### src/rtl/pipe_hazard_ctrl.sv
// pipe_hazard_ctrl: stall/flush sequencer for the 5-stage RV32I pipeline.
// Handles load-use bubbles, branch flushes, data-memory freezes, the ecall
// drain-then-halt sequence and the memory-timeout error halt.
// Optional macro HAZARD_PERF_CNT_EN enables the stall/flush performance counters;
// when it is undefined both counters read 0 and no counter flops exist.
module pipe_hazard_ctrl #(
   parameter int unsigned DRAIN_CYCLES = 3,
   parameter int unsigned MEM_TIMEOUT  = 16,
   parameter int unsigned CNT_W        = 32
) (
   input  logic             clk,
   input  logic             rst,
   input  logic [4:0]       d_opcode,
   input  logic [4:0]       d_rs1_index,
   input  logic [4:0]       d_rs2_index,
   input  logic [4:0]       e_opcode,
   input  logic [4:0]       e_rd_index,
   input  logic             e_wb_en,
   input  logic             e_jb_taken,
   input  logic             e_ecall,
   input  logic             m_mem_req,
   input  logic             dm_ready,
   output logic             stall_pc,
   output logic             stall_fd,
   output logic             stall_de,
   output logic             stall_em,
   output logic             stall_mw,
   output logic             flush_fd,
   output logic             flush_de,
   output logic             halt,
   output logic             mem_err,
   output logic [CNT_W-1:0] perf_stall_cnt,
   output logic [CNT_W-1:0] perf_flush_cnt
);

   localparam int unsigned WAIT_W  = (MEM_TIMEOUT  < 2) ? 1 : $clog2(MEM_TIMEOUT + 1);
   localparam int unsigned DRAIN_W = (DRAIN_CYCLES < 2) ? 1 : $clog2(DRAIN_CYCLES + 1);

   localparam logic [4:0] OPC_LOAD   = 5'b00000;
   localparam logic [4:0] OPC_BRANCH = 5'b11000;
   localparam logic [4:0] OPC_JAL    = 5'b11011;
   localparam logic [4:0] OPC_LUI    = 5'b01101;
   localparam logic [4:0] OPC_AUIPC  = 5'b00101;
   localparam logic [4:0] OPC_OP     = 5'b01100;
   localparam logic [4:0] OPC_STORE  = 5'b01000;

   typedef enum logic [1:0] {
      S_RUN      = 2'd0,
      S_MEM_WAIT = 2'd1,
      S_DRAIN    = 2'd2,
      S_HALT     = 2'd3
   } state_t;

   state_t              state, state_nxt;
   logic [WAIT_W-1:0]   wait_cnt, wait_nxt;
   logic [DRAIN_W-1:0]  drain_cnt, drain_nxt;
   logic                halt_nxt, err_nxt;
   logic                rs1_used, rs2_used, load_use, mem_block;
   logic                run_path;

   // Operand usage of the D instruction and the two hazard conditions
   always_comb begin
      rs1_used  = !((d_opcode == OPC_LUI) || (d_opcode == OPC_AUIPC) || (d_opcode == OPC_JAL));
      rs2_used  = (d_opcode == OPC_OP) || (d_opcode == OPC_STORE) || (d_opcode == OPC_BRANCH);
      load_use  = (e_opcode == OPC_LOAD) && e_wb_en && (e_rd_index != 5'd0) &&
                  ((rs1_used && (d_rs1_index == e_rd_index)) ||
                   (rs2_used && (d_rs2_index == e_rd_index)));
      mem_block = m_mem_req && !dm_ready;
   end

   // Next-state and same-cycle stall/flush decode
   always_comb begin
      state_nxt = state;
      wait_nxt  = wait_cnt;
      drain_nxt = drain_cnt;
      halt_nxt  = halt;
      err_nxt   = mem_err;
      run_path  = 1'b0;
      stall_pc  = 1'b0;
      stall_fd  = 1'b0;
      stall_de  = 1'b0;
      stall_em  = 1'b0;
      stall_mw  = 1'b0;
      flush_fd  = 1'b0;
      flush_de  = 1'b0;

      case (state)
         S_RUN: run_path = 1'b1;
         S_MEM_WAIT: begin
            if (!dm_ready) begin
               {stall_pc, stall_fd, stall_de, stall_em, stall_mw} = 5'b11111;
               if (wait_cnt == WAIT_W'(MEM_TIMEOUT - 1)) begin
                  state_nxt = S_HALT;
                  halt_nxt  = 1'b1;
                  err_nxt   = 1'b1;
               end else begin
                  wait_nxt = wait_cnt + WAIT_W'(1);
               end
            end else begin
               run_path = 1'b1;
            end
         end
         S_DRAIN: begin
            stall_pc = 1'b1;
            flush_fd = 1'b1;
            flush_de = 1'b1;
            if (mem_block) begin
               stall_em = 1'b1;
               stall_mw = 1'b1;
            end else if (drain_cnt == DRAIN_W'(DRAIN_CYCLES - 1)) begin
               state_nxt = S_HALT;
               halt_nxt  = 1'b1;
            end else begin
               drain_nxt = drain_cnt + DRAIN_W'(1);
            end
         end
         default: begin
            stall_pc = 1'b1;
            flush_fd = 1'b1;
            flush_de = 1'b1;
         end
      endcase

      // Normal issue priorities; also taken on the MEM_WAIT release cycle
      if (run_path) begin
         state_nxt = S_RUN;
         wait_nxt  = '0;
         if (mem_block) begin
            {stall_pc, stall_fd, stall_de, stall_em, stall_mw} = 5'b11111;
            state_nxt = S_MEM_WAIT;
            wait_nxt  = WAIT_W'(1);
         end else if (e_ecall) begin
            stall_pc  = 1'b1;
            flush_fd  = 1'b1;
            flush_de  = 1'b1;
            state_nxt = S_DRAIN;
            drain_nxt = '0;
         end else if (e_jb_taken) begin
            flush_fd = 1'b1;
            flush_de = 1'b1;
         end else if (load_use) begin
            stall_pc = 1'b1;
            stall_fd = 1'b1;
            flush_de = 1'b1;
         end
      end

      // Reset silences every control line at once
      if (!rst) begin
         {stall_pc, stall_fd, stall_de, stall_em, stall_mw} = 5'b00000;
         flush_fd = 1'b0;
         flush_de = 1'b0;
      end
   end

   // State, counters and sticky halt/error flags
   always_ff @(posedge clk or negedge rst) begin
      if (!rst) begin
         state     <= S_RUN;
         wait_cnt  <= '0;
         drain_cnt <= '0;
         halt      <= 1'b0;
         mem_err   <= 1'b0;
      end else begin
         state     <= state_nxt;
         wait_cnt  <= wait_nxt;
         drain_cnt <= drain_nxt;
         halt      <= halt_nxt;
         mem_err   <= err_nxt;
      end
   end

`ifdef HAZARD_PERF_CNT_EN
   // Stall/flush cycle counters, frozen once halted
   always_ff @(posedge clk or negedge rst) begin
      if (!rst) begin
         perf_stall_cnt <= '0;
         perf_flush_cnt <= '0;
      end else if (state != S_HALT) begin
         if (stall_pc) perf_stall_cnt <= perf_stall_cnt + CNT_W'(1);
         if (flush_de) perf_flush_cnt <= perf_flush_cnt + CNT_W'(1);
      end
   end
`else
   assign perf_stall_cnt = '0;
   assign perf_flush_cnt = '0;
`endif

endmodule

### config.mk
export PLATFORM = sky130hd
export DESIGN_NAME = pipe_hazard_ctrl
export DESIGN_NICKNAME = d
export VERILOG_FILES = /design/src/rtl/pipe_hazard_ctrl.sv
export SDC_FILE = /design/constraint.sdc
export NUM_CORES = 1
export LEC_CHECK = 0
export BUFFER_PORTS_ARGS = -buffer_cell sky130_fd_sc_hd__buf_4
export CAP_MARGIN = 25
export CORE_ASPECT_RATIO = 1.1
export CORE_MARGIN = 3
export CORE_UTILIZATION = 35
export CTS_CLUSTER_DIAMETER = 100
export DETAILED_ROUTE_END_ITERATION = 12
export GPL_ROUTABILITY_DRIVEN = 0
export HOLD_SLACK_MARGIN = 0.12
export PLACE_DENSITY = 0.7
export SYNTH_ARGS = -nofsm -noshare
export SYNTH_HDL_FRONTEND = slang
export SYNTH_SLANG_ARGS = --single-unit
### constraint.sdc
create_clock -name clk -period 2 [get_ports clk]
set_input_delay 0 -clock clk [delete_from_list [all_inputs] [get_ports clk]]
set_output_delay 0 -clock clk [all_outputs]
set_load 0.1 [all_outputs]
---- Word-level counts from Yosys, hierarchy flattened ----
Index checks and enable logic that the tools add are counted.
word-level totals
  input bits .............................. 32
  flip-flop bits (word level) ............. 11
  logic and storage cells ................. 115
  output and inout port bits .............. 73
cells by class
  reduce and logical (&&, ||, !) cells .... 24
  muxes and demuxes ....................... 61
  bitwise logic cells ..................... 1
  add/sub/neg operators ................... 2
  eq/ne operators ......................... 22
operators with widths
  cell                                                             number
  1-bit two-way mux                                                39
  2-bit two-way mux                                                13
  5-bit by 4-bit == test with 1-bit output, second input constant  4
  5-bit two-way mux                                                4
  3-bit != test, second input constant                             4
  5-bit == test                                                    2
  5-bit == test, second input constant                             2
  2-bit != test, second input constant                             5
  5-bit AND reduction                                              2
  1-bit case mux with 2 select lines                               4
  1-bit logical AND                                                6
  3-bit AND reduction                                              2
  5-bit by 1-bit adder with 5-bit output, second input constant    1
  5-bit by 3-bit == test with 1-bit output, second input constant  1
  5-bit logical NOT                                                1
  1-bit logical OR                                                 5
  5-bit nonzero test                                               1
  2-bit == test, second input constant                             2
  2-bit case mux with 2 select lines                               1
  2-bit nonzero test                                               2
  3-bit nonzero test                                               1
  2-bit by 1-bit adder with 2-bit output, second input constant    1
  2-bit by 1-bit == test with 1-bit output, second input constant  1
  1-bit logical NOT                                                2
  other kinds (4)                                                  4

---- Longest topological paths before layout ----
  depth in word-level cells ............... 13
  depth in mapped cells ................... 8
  gate-level depth less buffers ........... 7

---- Least setup slack after synthesis ----
Ideal clock, no wire load.
  kind .................................... register to output
  start point ............................. register state[1]
  end point ............................... output stall_fd
  cell stages (with the launch flop) ...... 7
  path slack .............................. -1480 ps
  arrival time ............................ 3480 ps
  path buffers ............................ 1
  data required time ...................... 2000 ps
  path through ............................ dfrtp_1 inv_1 ha_1 clkbuf_1 nor2_1 or3_1 o31ai_1
between the ends
  longest elaborated chain between the ends .. 8
  elaborated cells between the ends (all ways) .. 10
  those cells by class .................... eq/ne: 1; mux: 8; reduce/logical: 1
ends and longest elaborated chain
  what                                      line  RTL
  start: declaration                        54    state_t state, state_nxt;
  start signal: assignment                  165   state <= state_nxt;
  2-bit by 1-bit == test with 1-bit output  87    case (state)
  1-bit two-way mux                         87
  1-bit two-way mux                         141   end else if (load_use) begin
  1-bit two-way mux                         138   end else if (e_jb_taken) begin
  1-bit two-way mux                         132   end else if (e_ecall) begin
  1-bit two-way mux                         128   if (mem_block) begin
  1-bit two-way mux *                       125   if (run_path) begin
  1-bit two-way mux *                       149   if (!rst) begin
  end: declaration                          24    output logic stall_fd,
Every way passes the cells marked *; elsewhere a longest branch is shown, timed or not.

---- Worst setup path after layout ----
  start point ............................. register state[0]
  end point ............................... output stall_fd
The elaborated chain is that of the path after synthesis.

==> run metrics <==
outcome completed; synthesized-area fraction occupied by ao, oa, aoi and oai cells 12.45%; Synth top area share between 30 and 40%; worst hold-check path type in2reg; H-tree Lvls 1; gate count of the mapped netlist 183; highest ir drop seen on vdd 0.0003209 V; cell area after synthesis 1478 sq um; Max-cap violations 0; Die Width 67.95 microns; first-pass GRT wire length 4008 microns; Num Clock Sinks 11; max-slew violation count 0; effective utilization at floorplan a little under two fifths; critical path launch point type flip-flop; number of buffers inserted by port buffering 40; final critical path time including I/O delays and setup 1.877 ns; number of buffers between clock root and the deepest sink 2; Worst Clk Skew approximately 0.0030 ns; number of synthesized flops with an enable pin 0; number of synthesized register bits 11; Fmax 532.7 MHz; mux contribution to synthesized area 0.6774%; area share of and/or/nand/nor cells after synthesis between 10% and 20%; clock tree from TritonCTS yes; diodes inserted 0; sequential share of the synthesized area 18.63%; final routed wirelength across all metal layers approximately 2800 microns; Max Fanout on Critical Path 8; Synth Area in Adders 6.774%; critical path type reg2out; TritonRoute pass-1 iters 3; final cell count without fillers 277; area of all placed cells without fillers 1719 sq um; Total Nets Final approximately 270; cell area after placement roughly 1600 sq um; layout cells sized above 1 about a quarter; worst skew pair latency 0.25 ns; post-synthesis share of cell area spent on xor and xnor gates slightly above 7%; most area-hungry cell type in the Yosys netlist sky130_fd_sc_hd__buf_4; Fin Hold WS around 0.13 ns; crit end category primary output; vias per std cell 4.112; Hold Vio Cnt, Final 0; area overhead of the layout relative to synthesis 16.34%; average wire per standard cell between 10 and 15 microns; via count of the first global-routing pass 947; final standard cell utilization of the core between 40 and 50%; largest cells by area after synthesis sky130_fd_sc_hd__buf_4 (33%), sky130_fd_sc_hd__dfrtp_1 (19%), sky130_fd_sc_hd__ha_1 (6.8%); commonest register cell after synthesis sky130_fd_sc_hd__dfrtp_1; number of buffers inserted by post-CTS setup repair 0; Num CTS Buffers 3; RSZ-0062 raised after global routing false; endpoints failing setup 0; area of the core 4024 sq um; Tcrit/Tclk final 93.85%; maximum number of pins on one net before global-route repair 16; critical path data required time 2.00 ns; Die Footprint 5038 sq um; Final ANT Viol Nets 0; yosys warns 0; combinational family with the most area after synthesis buffers and inverters; reported leakage power 0.0009161 uW; clock transition at the registers of the reported paths 0.05 ns; instance count after placement with tap cells included 271; distinct cell type count after synthesis 40; Row Count 24; via count of the routed design 1139; total global-route track usage 10.67%; number of DRC markers after the initial detailed-route iteration 42; hpwl dp 2389 microns; arrival time of the worst setup path 1.88 ns; overall die height 74.15 microns; number of primary I/O pins 105; buffer cell driving the clock tree root sky130_fd_sc_hd__clkbuf_8; post-detailed-route DRC marker count 0; pwr/cell area between 600 and 700 nW/um^2; mean instance size in the synthesized netlist 8.075 sq um; remaining global-route overflow 0; share of synthesized registers carrying an async set or reset between 90% and 100%; initial antenna violation count 0
worst max-delay path: stages (launching register included):
cell                      delay [ns]
sky130_fd_sc_hd__dfrtp_1        0.41
sky130_fd_sc_hd__inv_1          0.09
sky130_fd_sc_hd__ha_2           0.25
sky130_fd_sc_hd__nor2_1         0.09
sky130_fd_sc_hd__or3_1          0.35
sky130_fd_sc_hd__o31ai_4        0.19
sky130_fd_sc_hd__buf_6          0.25
sequential cells by signal, summed over array words and instances, names as in the netlist:
| signal | count |
|---|---|
| halt | 1 |
| mem_err | 1 |
| drain_cnt | 2 |
| state | 2 |
| wait_cnt | 5 |
cell usage after synthesis, drive strengths merged, types with 2 or more instances:
library cell / instances
dfrtp: 11
inv: 8
nand2: 7
a211oi: 2
a2bb2oi: 2
nand2b: 5
nor3: 2
xor2: 10
nor2: 12
buf: 67
and4b: 2
o31ai: 3
a21o: 3
or3: 2
ha: 8
nand3: 2
o21ai: 5
a21oi: 9
nor2b: 3
xnor2: 2
clkbuf: 2
nand4: 2
per-layer routing:
layer  global-route usage, %  vias up  part of all wire [%]
met3                   2.719        5                    12
met4                   5.298        0                   1.9
met5                       0        -                     0
met1                   12.13      503                    36
met2                   18.31       70                    51
li1                        -      561                     -
through the flow:
step	setup TNS [ns]	setup WS (ns)	total power [uW]
3_5_place_dp	0	0.2503	887.6
2_1_floorplan	-0.2252	-0.2252	910.3
4_1_cts	0	0.001837	1119
5_1_grt	0	0.01056	1161
6_report	0	0.1229	1116
3_3_place_gp	0	0.2971	886.4
layout by cell type, fill, tap and decap left out, types with 2 or more instances in the layout:
master / synthesis / layout
sky130_fd_sc_hd__nor2b_1: 3 / 3
sky130_fd_sc_hd__nor3_1: 2 / 2
sky130_fd_sc_hd__inv_1: 8 / 8
sky130_fd_sc_hd__xor2_1: 10 / 10
sky130_fd_sc_hd__nand4_1: 2 / 2
sky130_fd_sc_hd__buf_4: 65 / 41
sky130_fd_sc_hd__dfrtp_1: 11 / 11
sky130_fd_sc_hd__or3_1: 2 / 2
sky130_fd_sc_hd__dlygate4sd3_1: 0 / 2
sky130_fd_sc_hd__nand2_1: 7 / 7
sky130_fd_sc_hd__nand3_1: 2 / 2
sky130_fd_sc_hd__a2bb2oi_1: 2 / 2
sky130_fd_sc_hd__a21oi_1: 8 / 7
sky130_fd_sc_hd__a21o_1: 3 / 3
sky130_fd_sc_hd__nand2b_1: 5 / 5
sky130_fd_sc_hd__nor2_1: 11 / 10
sky130_fd_sc_hd__and4b_1: 2 / 2
sky130_fd_sc_hd__a211oi_1: 2 / 2
sky130_fd_sc_hd__clkbuf_8: 0 / 3
sky130_fd_sc_hd__o21ai_1: 2 / 2
sky130_fd_sc_hd__ha_1: 8 / 6
sky130_fd_sc_hd__conb_1: 1 / 64
sky130_fd_sc_hd__o31ai_4: 0 / 3
sky130_fd_sc_hd__o21ai_0: 3 / 3
sky130_fd_sc_hd__ha_2: 0 / 2
sky130_fd_sc_hd__xnor2_1: 2 / 2
final cells by class:
class | count | area [sq um]
clock buffer | 3 | 41.29
clock inverter | 1 | 5.005
fill | 410 | 2305
inverter | 8 | 30.03
multi-input combinational | 158 | 963.4
sequential | 11 | 275.3
tap | 52 | 65.06
timing repair buffer | 44 | 339.1
path summary, 6_finish.rpt:
check	cells past startpoint	to	startpoint	slack, ns
max	6	stall_fd	state[0]	0.12
min reg2reg	1	halt	halt	0.47
max in group asynchronous	2	state[1]	rst	1.69
min in group asynchronous	2	wait_cnt[4]	rst	0.14
min	3	mem_err	dm_ready	0.13
max reg2reg	8	wait_cnt[3]	wait_cnt[0]	0.22
logic make-up (layout without fill, tap and decap cells):
family | Yosys count | in the layout
compound gates | 28 | 28
other cells | 1 | 64
fa+ha+maj | 8 | 8
simple gates | 45 | 45
mux | 1 | 1
xor+xnor | 12 | 12
buf+inv | 77 | 56
flops | 11 | 11
power by group:
part / total (uW) / leakage (uW) / switching, uW / internal (uW)
Clock: 228 / 0.0000255 / 90.4 / 137
Sequential: 223 / 0.000117 / 0 / 223
Combinational: 665 / 0.000773 / 598 / 67.4
what timing repair did:
action	in CTS	in global routing
endpoints found under the hold margin	12	0
gates resized for setup	0	3
hold buffers	2	0
setup endpoints to repair	0	3
No activity file was read; power rests on OpenSTA's default activity.
